$ cat config.mk
export PLATFORM = sky130hd
export DESIGN_NAME = pulse_train_gen_flat
export DESIGN_NICKNAME = d
export VERILOG_FILES = /design/src/rtl/pulse_train_gen_if.sv /design/src/rtl/pulse_train_gen.sv /design/src/flat_wrapper.sv
export SDC_FILE = /design/constraint.sdc
export NUM_CORES = 1
export LEC_CHECK = 0
export CORE_MARGIN = 5
export CORE_UTILIZATION = 30
export DETAILED_ROUTE_END_ITERATION = 12
export PLACE_DENSITY = 0.63
export SYNTH_ARGS = -nofsm -noshare
export SYNTH_HDL_FRONTEND = slang
export SYNTH_SLANG_ARGS = --single-unit
$ cat constraint.sdc
create_clock -name clk -period 2.3 [get_ports clk]
set_input_delay 0.46 -clock clk [delete_from_list [all_inputs] [get_ports clk]]
set_output_delay 0.46 -clock clk [all_outputs]
set_load 0.05 [all_outputs]
$ cat src/rtl/pulse_train_gen_if.sv
`default_nettype none
// ============================================================================
// Module   : pulse_train_gen_if
// Purpose  : Control/config/status bundle between a pulse-train master and
//            the pulse_train_gen block.
// Revision : 1.0
// ============================================================================
interface pulse_train_gen_if #(
  parameter int DATA_W = 14,
  parameter int LEN_W  = 16,
  parameter int REP_W  = 8
);

  logic                     trigger;
  logic                     abort;
  logic signed [DATA_W-1:0] cfg_amp;
  logic        [LEN_W-1:0]  cfg_high;
  logic        [LEN_W-1:0]  cfg_low;
  logic        [REP_W-1:0]  cfg_repeats;

  logic                     ena;
  logic                     busy;
  logic                     done;
  logic        [REP_W-1:0]  pulse_idx;
  logic signed [DATA_W-1:0] sigout;

  modport master (
    output trigger, abort, cfg_amp, cfg_high, cfg_low, cfg_repeats,
    input  ena, busy, done, pulse_idx, sigout
  );

  modport slave (
    input  trigger, abort, cfg_amp, cfg_high, cfg_low, cfg_repeats,
    output ena, busy, done, pulse_idx, sigout
  );

endinterface
`default_nettype wire

$ cat src/rtl/pulse_train_gen.sv
`default_nettype none
// ============================================================================
// Module   : pulse_train_gen
// Purpose  : Emits cfg_repeats rectangular pulses (high phase at cfg_amp, then
//            a zero gap) on a signed sample bus; abort, retrigger, done strobe.
//            Define PULSE_BIPOLAR_EN to negate odd-indexed pulses.
// Revision : 1.0
// ============================================================================
module pulse_train_gen #(
  parameter int DATA_W = 14,
  parameter int LEN_W  = 16,
  parameter int REP_W  = 8
) (
  input  logic             clk,
  input  logic             rst,
  pulse_train_gen_if.slave bus
);

  typedef enum logic [1:0] {
    S_IDLE = 2'd0,
    S_HIGH = 2'd1,
    S_LOW  = 2'd2
  } state_t;

  state_t                   r_state,    w_state;
  logic signed [DATA_W-1:0] r_amp,      w_amp;
  logic        [LEN_W-1:0]  r_high,     w_high;
  logic        [LEN_W-1:0]  r_low,      w_low;
  logic        [REP_W-1:0]  r_rep,      w_rep;
  logic        [LEN_W-1:0]  r_high_cnt, w_high_cnt;
  logic        [LEN_W-1:0]  r_low_cnt,  w_low_cnt;
  logic        [REP_W-1:0]  r_idx,      w_idx;
  logic signed [DATA_W-1:0] r_sigout,   w_sigout;
  logic                     r_ena,      w_ena;
  logic                     r_done,     w_done;
  logic                     r_busy;

  logic                     w_pulse_end;
  logic        [REP_W-1:0]  w_idx_inc;
  logic signed [DATA_W-1:0] w_next_level;
  logic                     w_cfg_valid;

  // r_idx never exceeds r_rep-1, so the increment cannot wrap.
  assign w_idx_inc   = r_idx + REP_W'(1);
  assign w_cfg_valid = (bus.cfg_repeats != '0) && (bus.cfg_high != '0);

`ifdef PULSE_BIPOLAR_EN
  localparam logic signed [DATA_W-1:0] c_most_neg = {1'b1, {(DATA_W-1){1'b0}}};
  localparam logic signed [DATA_W-1:0] c_most_pos = {1'b0, {(DATA_W-1){1'b1}}};

  // Negating the most negative code would overflow, so it clips to full scale.
  always_comb begin
    w_next_level = r_amp;
    if (w_idx_inc[0]) begin
      if (r_amp == c_most_neg) begin
        w_next_level = c_most_pos;
      end else begin
        w_next_level = -r_amp;
      end
    end
  end
`else
  assign w_next_level = r_amp;
`endif

  always_ff @(posedge clk) begin
    if (rst) begin
      r_state    <= S_IDLE;
      r_amp      <= '0;
      r_high     <= '0;
      r_low      <= '0;
      r_rep      <= '0;
      r_high_cnt <= '0;
      r_low_cnt  <= '0;
      r_idx      <= '0;
      r_sigout   <= '0;
      r_ena      <= 1'b1;
      r_busy     <= 1'b0;
      r_done     <= 1'b0;
    end else begin
      r_state    <= w_state;
      r_amp      <= w_amp;
      r_high     <= w_high;
      r_low      <= w_low;
      r_rep      <= w_rep;
      r_high_cnt <= w_high_cnt;
      r_low_cnt  <= w_low_cnt;
      r_idx      <= w_idx;
      r_sigout   <= w_sigout;
      r_ena      <= w_ena;
      r_busy     <= ~w_ena;
      r_done     <= w_done;
    end
  end

  always_comb begin
    w_state     = r_state;
    w_amp       = r_amp;
    w_high      = r_high;
    w_low       = r_low;
    w_rep       = r_rep;
    w_high_cnt  = r_high_cnt;
    w_low_cnt   = r_low_cnt;
    w_idx       = r_idx;
    w_sigout    = r_sigout;
    w_ena       = r_ena;
    w_done      = 1'b0;
    w_pulse_end = 1'b0;

    if (bus.abort) begin
      w_state    = S_IDLE;
      w_high_cnt = '0;
      w_low_cnt  = '0;
      w_idx      = '0;
      w_sigout   = '0;
      w_ena      = 1'b1;
    end else if (bus.trigger) begin
      // Trigger restarts from any state; an empty train completes at once.
      w_amp  = bus.cfg_amp;
      w_high = bus.cfg_high;
      w_low  = bus.cfg_low;
      w_rep  = bus.cfg_repeats;
      w_idx  = '0;
      w_low_cnt = '0;
      if (w_cfg_valid) begin
        w_state    = S_HIGH;
        w_high_cnt = bus.cfg_high;
        w_sigout   = bus.cfg_amp;
        w_ena      = 1'b0;
      end else begin
        w_state    = S_IDLE;
        w_high_cnt = '0;
        w_sigout   = '0;
        w_ena      = 1'b1;
        w_done     = 1'b1;
      end
    end else begin
      case (r_state)
        S_HIGH: begin
          if (r_high_cnt > LEN_W'(1)) begin
            w_high_cnt = r_high_cnt - LEN_W'(1);
          end else begin
            w_high_cnt = '0;
            if (r_low != '0) begin
              w_state   = S_LOW;
              w_low_cnt = r_low;
              w_sigout  = '0;
            end else begin
              w_pulse_end = 1'b1;
            end
          end
        end
        S_LOW: begin
          if (r_low_cnt > LEN_W'(1)) begin
            w_low_cnt = r_low_cnt - LEN_W'(1);
          end else begin
            w_low_cnt   = '0;
            w_pulse_end = 1'b1;
          end
        end
        default: begin
          w_state = S_IDLE;
        end
      endcase

      if (w_pulse_end) begin
        if (w_idx_inc == r_rep) begin
          w_state    = S_IDLE;
          w_idx      = '0;
          w_sigout   = '0;
          w_ena      = 1'b1;
          w_done     = 1'b1;
        end else begin
          w_state    = S_HIGH;
          w_idx      = w_idx_inc;
          w_high_cnt = r_high;
          w_sigout   = w_next_level;
        end
      end
    end
  end

  assign bus.ena       = r_ena;
  assign bus.busy      = r_busy;
  assign bus.done      = r_done;
  assign bus.pulse_idx = r_idx;
  assign bus.sigout    = r_sigout;

endmodule
`default_nettype wire

$ cat src/flat_wrapper.sv
// flat-port wrapper written by rule: the top's interface ports become plain ports
module pulse_train_gen_flat 
#(
  parameter int DATA_W = 14,
  parameter int LEN_W  = 16,
  parameter int REP_W  = 8
)
  (clk, rst, bus_trigger, bus_abort, bus_cfg_amp, bus_cfg_high, bus_cfg_low, bus_cfg_repeats, bus_ena, bus_busy, bus_done, bus_pulse_idx, bus_sigout);
  pulse_train_gen_if #(.DATA_W(DATA_W), .LEN_W(LEN_W), .REP_W(REP_W)) bus_i ();
  input  logic clk;
  input  logic rst;
  input wire logic [$bits(bus_i.trigger)-1:0] bus_trigger;
  input wire logic [$bits(bus_i.abort)-1:0] bus_abort;
  input wire logic [$bits(bus_i.cfg_amp)-1:0] bus_cfg_amp;
  input wire logic [$bits(bus_i.cfg_high)-1:0] bus_cfg_high;
  input wire logic [$bits(bus_i.cfg_low)-1:0] bus_cfg_low;
  input wire logic [$bits(bus_i.cfg_repeats)-1:0] bus_cfg_repeats;
  output wire logic [$bits(bus_i.ena)-1:0] bus_ena;
  output wire logic [$bits(bus_i.busy)-1:0] bus_busy;
  output wire logic [$bits(bus_i.done)-1:0] bus_done;
  output wire logic [$bits(bus_i.pulse_idx)-1:0] bus_pulse_idx;
  output wire logic [$bits(bus_i.sigout)-1:0] bus_sigout;
  assign bus_i.trigger = bus_trigger;
  assign bus_i.abort = bus_abort;
  assign bus_i.cfg_amp = bus_cfg_amp;
  assign bus_i.cfg_high = bus_cfg_high;
  assign bus_i.cfg_low = bus_cfg_low;
  assign bus_i.cfg_repeats = bus_cfg_repeats;
  assign bus_ena = bus_i.ena;
  assign bus_busy = bus_i.busy;
  assign bus_done = bus_i.done;
  assign bus_pulse_idx = bus_i.pulse_idx;
  assign bus_sigout = bus_i.sigout;
  pulse_train_gen #(.DATA_W(DATA_W), .LEN_W(LEN_W), .REP_W(REP_W)) u_core (.clk(clk), .rst(rst), .bus(bus_i));
endmodule
### Yosys cells after proc, flatten, opt, wreduce, memory -nomap -nowiden

Cells that the tools add are included.

* memories kept: 0
* word-level logic and storage cells: 80
* bits in registers: 113
* memory bits (read-only): 0
* output and inout bits: 25
* RAM bits: 0
* bits in latches: 0

* add/subtract/negate cells: 3
* $mul: 0
* reduce and logical (&&, ||, !) cells: 13
* order comparisons: 2
* equality and inequality tests: 9
* multiplexer cells: 39
* divide/modulo/power cells: 0
* shift-type cells: 0
* bitwise gates (word level): 2

Operator list (number)
* 16-bit 2-to-1 mux: 9
* 14-bit 2-to-1 mux: 7
* 16-bit by 1-bit greater-than comparator with 1-bit output, second input constant: 2
* 16-bit one-hot mux with 2 select lines: 1
* 16-bit nonzero test: 2
* 16-bit by 1-bit subtractor with 16-bit output, second input constant: 2
* 1-bit 2-to-1 mux: 15
* 3-bit AND reduction: 3
* 8-bit by 1-bit adder with 8-bit output, second input constant: 1
* 8-bit equality test: 1
* 2-bit 2-to-1 mux: 4
* 8-bit 2-to-1 mux: 1
* 8-bit nonzero test: 1
* 3-bit nonzero test: 2
* 4-bit by 2-bit != test with 1-bit output, second input constant: 1
* 4-bit != test, second input constant: 1
* 2-bit one-hot mux with 2 select lines: 1
* 3-bit by 2-bit != test with 1-bit output, second input constant: 1
* 3-bit != test, second input constant: 1
* 3-bit OR reduction: 1
* 2-bit by 1-bit equality test with 1-bit output, second input constant: 1
* 2-bit equality test, second input constant: 1
* 2-bit by 1-bit != test with 1-bit output, second input constant: 1
* 2-bit != test, second input constant: 1
* 6 further kinds: 7

### Longest topological paths before layout

* depth in word-level cells: 10
* gate-level depth with buffers: 10
* depth with buffers taken out: 8

### Least setup slack after synthesis

OpenSTA, ideal clock, no wires.

* path kind: reg-to-reg
* from: register u_core.r_idx[0], in the netlist u_core.bus.pulse_idx[0]
* to: register u_core.r_idx[7], in the netlist u_core.bus.pulse_idx[7]
* cell stages (with the launch flop): 11
* required time: 2.168 ns
* data arrival time: 2.570 ns
* slack: -0.401 ns
* buffers on the path: 3
* cells stage by stage: dfxtp_1 ha_1 nand3_1 o21ai_0 o211ai_1 or3_1 buf_2 buf_2 buf_2 o2111ai_1 o211ai_1

* longest elaborated chain between the ends: 3

RTL lines
* start: declaration: RTL line pulse_train_gen.sv:32 `logic [REP_W-1:0] r_idx, w_idx;`
* start signal: assignment: RTL line pulse_train_gen.sv:88 `r_idx <= w_idx;`
* 8-bit by 1-bit adder with 8-bit output *: RTL line pulse_train_gen.sv:44 `assign w_idx_inc = r_idx + REP_W'(1);`
* 8-bit equality test: RTL line pulse_train_gen.sv:167 `if (w_idx_inc == r_rep) begin`
* 8-bit 2-to-1 mux *: RTL line pulse_train_gen.sv:167

Every way passes the cells marked *; elsewhere a longest branch is shown, timed or not.
A chain may end at the register's enable or synchronous reset.

### Worst setup path in the final report

* from: register u_core.r_high_cnt[14]
* to: register u_core.r_high_cnt[2]

* longest elaborated chain between the ends: 7
* elaborated cells between the ends (all ways): 10
* classes of those cells: order compare (1); mux (9)

RTL lines
* start: declaration: RTL line pulse_train_gen.sv:30 `logic [LEN_W-1:0] r_high_cnt, w_high_cnt;`
* start signal: assignment: RTL line pulse_train_gen.sv:86 `r_high_cnt <= w_high_cnt;`
* 16-bit by 1-bit greater-than comparator with 1-bit output *: RTL line pulse_train_gen.sv:140 `if (r_high_cnt > LEN_W'(1)) begin`
* 1-bit 2-to-1 mux: RTL line pulse_train_gen.sv:140
* 1-bit one-hot mux with 2 select lines: RTL line pulse_train_gen.sv:138 `case (r_state)`
* 1-bit 2-to-1 mux: RTL line pulse_train_gen.sv:117 `end else if (bus.trigger) begin`
* 1-bit 2-to-1 mux: RTL line pulse_train_gen.sv:110 `if (bus.abort) begin`
* 16-bit 2-to-1 mux *: RTL line pulse_train_gen.sv:166 `if (w_pulse_end) begin`
* 16-bit 2-to-1 mux *: RTL line pulse_train_gen.sv:117

Every way passes the cells marked *; elsewhere a longest branch is shown, timed or not. The select of a mux whose other input is x is not followed.

==> qor.yml <==
drt:
  routed_wl_mm: 17.0
  viasPerCell: 5.09
  firstDrtPassIters: 5
  drc: 0
  postRouteAntennaNets: 0
  wl_per_cell_um: 15.2
  drtIter0Drc: 488
  vias: 5701
layout:
  multi_input_area_mm2: 0.00325
  num-nets-final: 938
  mostFrequentLayoutCell: "nand2_1"
  antennaDiodeCount: 0
  n_fill_cell: 1799
  fin_area_mm2: 0.00825
  area_growth_pct: 47.0
  drive_above_1_share_pct: 21.4
  register_area_mm2: 0.00228
  mostFrequentLayoutCells: "nand2_1, buf_4, dfxtp_1"
global_routing:
  overflow: 0
  antenna_found_initial: 0
  grt_max_degree: 44
  grt_pass1_vias: 5484
  grtUsageTotal_pct: 15.7
  grt_pass1_wl_mm: 27.7
outcome:
  failed_checks: "negative setup slack"
  status: "complete, but fails checks"
worst_setup_path:
  cp-end-kind: "flop"
  start_kind: "flop"
  critical_path_required_ns: 2.61
  path_max_fanout: 9
  setup.worst_path.class: "reg -> reg"
  cp.arrival_ns: 2.78
place:
  pre_cts_slack_ns: -0.357
  dp_hpwl_mm: 11.9
  portBuffers: 82
  placed_cell_area_mm2: 0.00749
  place_congestion: 0.860
synth:
  syn_area_mm2: 0.00562
  async_reset_ff_share_pct: 0
  synthFlopType: "dfxtp_1"
  synth_cell_type_count: 60
  synth.avg_cell_area_um2: 7.93
  synth_nets: 773
  synth_cells: 708
  ys_warn_count: 0
  synth_edf_count: 0
  synth-seq-cells: 113
  ys_seq_area_share_pct: 40.3
pwr:
  power_leakage_nw: 3.14
  power_frac_comb_pct: 13.8
  irDropWorstVdd_v: 0.000534
  p_seq_share_pct: 39.1
  internal_power_mw: 3.95
  power_density_mw_per_mm2: 643
  swShare_pct: 25.5
  p_clk_share_pct: 47.1
  switchingPower_mw: 1.35
die:
  die-area_mm2: 0.0216
  rows: 50
  dieHeight_um: 147
  coreArea_mm2: 0.0186
  dieWidth_um: 147
  ioPinCount: 83
  initial_core_util_pct: 30.2
clock_network:
  hold_buffers: 0
  cts_sinks: 113
  clock_latency_ns: 0.42
  cts_root_buffer: "clkbuf_16"
  htree_levels: 4
  cts_tree: "built"
  cts_buffer_depth: 2
  cts_buffers: 17
  path_clk_slew_ns: 0.05
sta:
  worst_slew_pin_slew_ns: 0.582
  grt_setup_unrepaired: "true"
  finalSetupViolCount: 31
  slew_headroom_pct: 61.2
  clock_skew_ns: 0.0112
  postLayoutSetupSlackWorst_ns: -0.165
  period_minus_slack_ns: 2.47
  period_share_pct: 107
  hold_viol_final: 0
  maxClockFrequency_mhz: 406
  slew_violations: 0
min_path:
  hp-class: "reg -> reg"
job:
  maxCapViolCount: 0
area by class of cell:
| type | count | area share (%) |
|---|---|---|
| Multi-Input combinational cell | 517 | 39.4 |
| Sequential cell | 113 | 27.6 |
| Timing Repair Buffer | 198 | 21.5 |
| Tap cell | 234 | 3.55 |
| Inverter | 26 | 1.18 |
| Clock buffer | 24 | 5.85 |
| Clock inverter | 8 | 0.925 |
sequential cells by signal, summed over array words and instances, names as in the netlist, 8 cells and up:
name,flops
u_core.r_low,16
u_core.r_high,16
u_core.r_low_cnt,16
u_core.bus.sigout,14
u_core.r_high_cnt,16
u_core.r_amp,14
u_core.bus.pulse_idx,8
u_core.r_rep,8
layer usage:
| layer | GRT usage (%) | vias up | share of wire, % |
|---|---|---|---|
| met3 | 4.26 | 23 | 4.4 |
| met1 | 20.7 | 2654 | 48 |
| met4 | 5.60 | 0 | 1.6 |
| met2 | 24.6 | 126 | 46 |
| met5 | 0 | - | 0 |
| li1 | - | 2898 | - |
power groups by stage:
| stage | logic, mW | registers (mW) | clock network [mW] |
|---|---|---|---|
| after floorplan | 0.311 | 2.15 | 0 |
| after detailed placement | 0.705 | 2.11 | 0 |
| after global routing | 0.798 | 2.08 | 2.63 |
| after global placement | 0.702 | 2.11 | 0 |
| final | 0.733 | 2.07 | 2.50 |
| after CTS | 0.731 | 2.07 | 2.55 |
through the flow:
stage | total power, mW | hold slack, ns | setup TNS, ns | std cells | util (%)
CTS | 5.36 | 0.453 | -1.50 | 1118 | 43.9
floorplan | 2.46 | 0.432 | -0.0197 | 708 | -
detailed placement | 2.82 | 0.446 | -6.72 | 1086 | 40.3
global placement | 2.81 | 0.442 | -5.80 | 1086 | 40.3
global route | 5.51 | 0.472 | -5.38 | 1120 | 44.4
finish | 5.30 | 0.455 | -2.83 | 1120 | 44.4
Yosys cell counts (all sizes together), types with 6 or more instances:
master	instances	share of area, %
nand2	157	10
dfxtp	113	40
a21oi	74	6.6
clkbuf	42	2.8
nor2	31	2.1
inv	26	1.7
nor4	25	3.2
o21ai	21	1.9
nor3	19	1.7
a211oi	15	2.0
o311ai	15	2.5
o211a	14	2.5
xnor2	14	2.2
a221o	13	2.3
nand3	12	1.1
buf	10	1.1
nand4	10	1.1
xor2	9	1.4
ha	7	1.6
o211ai	6	0.80
or3	6	0.67
repair_timing:
item,CTS,global route
hold endpoints to repair,0,0
setup buffers,0,2
resized for setup,26,13
pin swaps,5,7
setup endpoints to repair,36,41
kinds of logic (layout without fill, tap and decap cells):
kind of cell,after synthesis,after routing,share of synthesized area [%]
muxes,3,3,0.557
buffers and inverters,78,256,5.66
DFF,113,113,40.3
xor gates and xnor gates,23,23,3.59
adders and majority gates,7,7,1.56
and+or+nand+nor,286,286,23.7
AOI/OAI and AO/OA,198,198,24.7
worst paths after layout:
kind / from / to / slack, ns / depth (start not counted)
setup reg to reg: u_core.r_high_cnt[14]$_SDFF_PP0_ / u_core.r_high_cnt[2]$_SDFF_PP0_ / -0.17 / 7
setup / recovery: u_core.r_high_cnt[14]$_SDFF_PP0_ / u_core.r_high_cnt[2]$_SDFF_PP0_ / -0.17 / 7
hold reg to reg: u_core.r_high[7]$_SDFFE_PP0P_ / u_core.r_high[7]$_SDFFE_PP0P_ / 0.45 / 2
hold / removal: u_core.r_high[7]$_SDFFE_PP0P_ / u_core.r_high[7]$_SDFFE_PP0P_ / 0.45 / 2
critical path: stages (launching register included):
cell and delay [ns]:
dfxtp_2 0.32, or4_4 0.53, or4_4 0.45, nor4_4 0.27, o32ai_4 0.17, buf_6 0.17
or2_0 0.20, a32o_1 0.25
(Power assumes the default switching activity.)
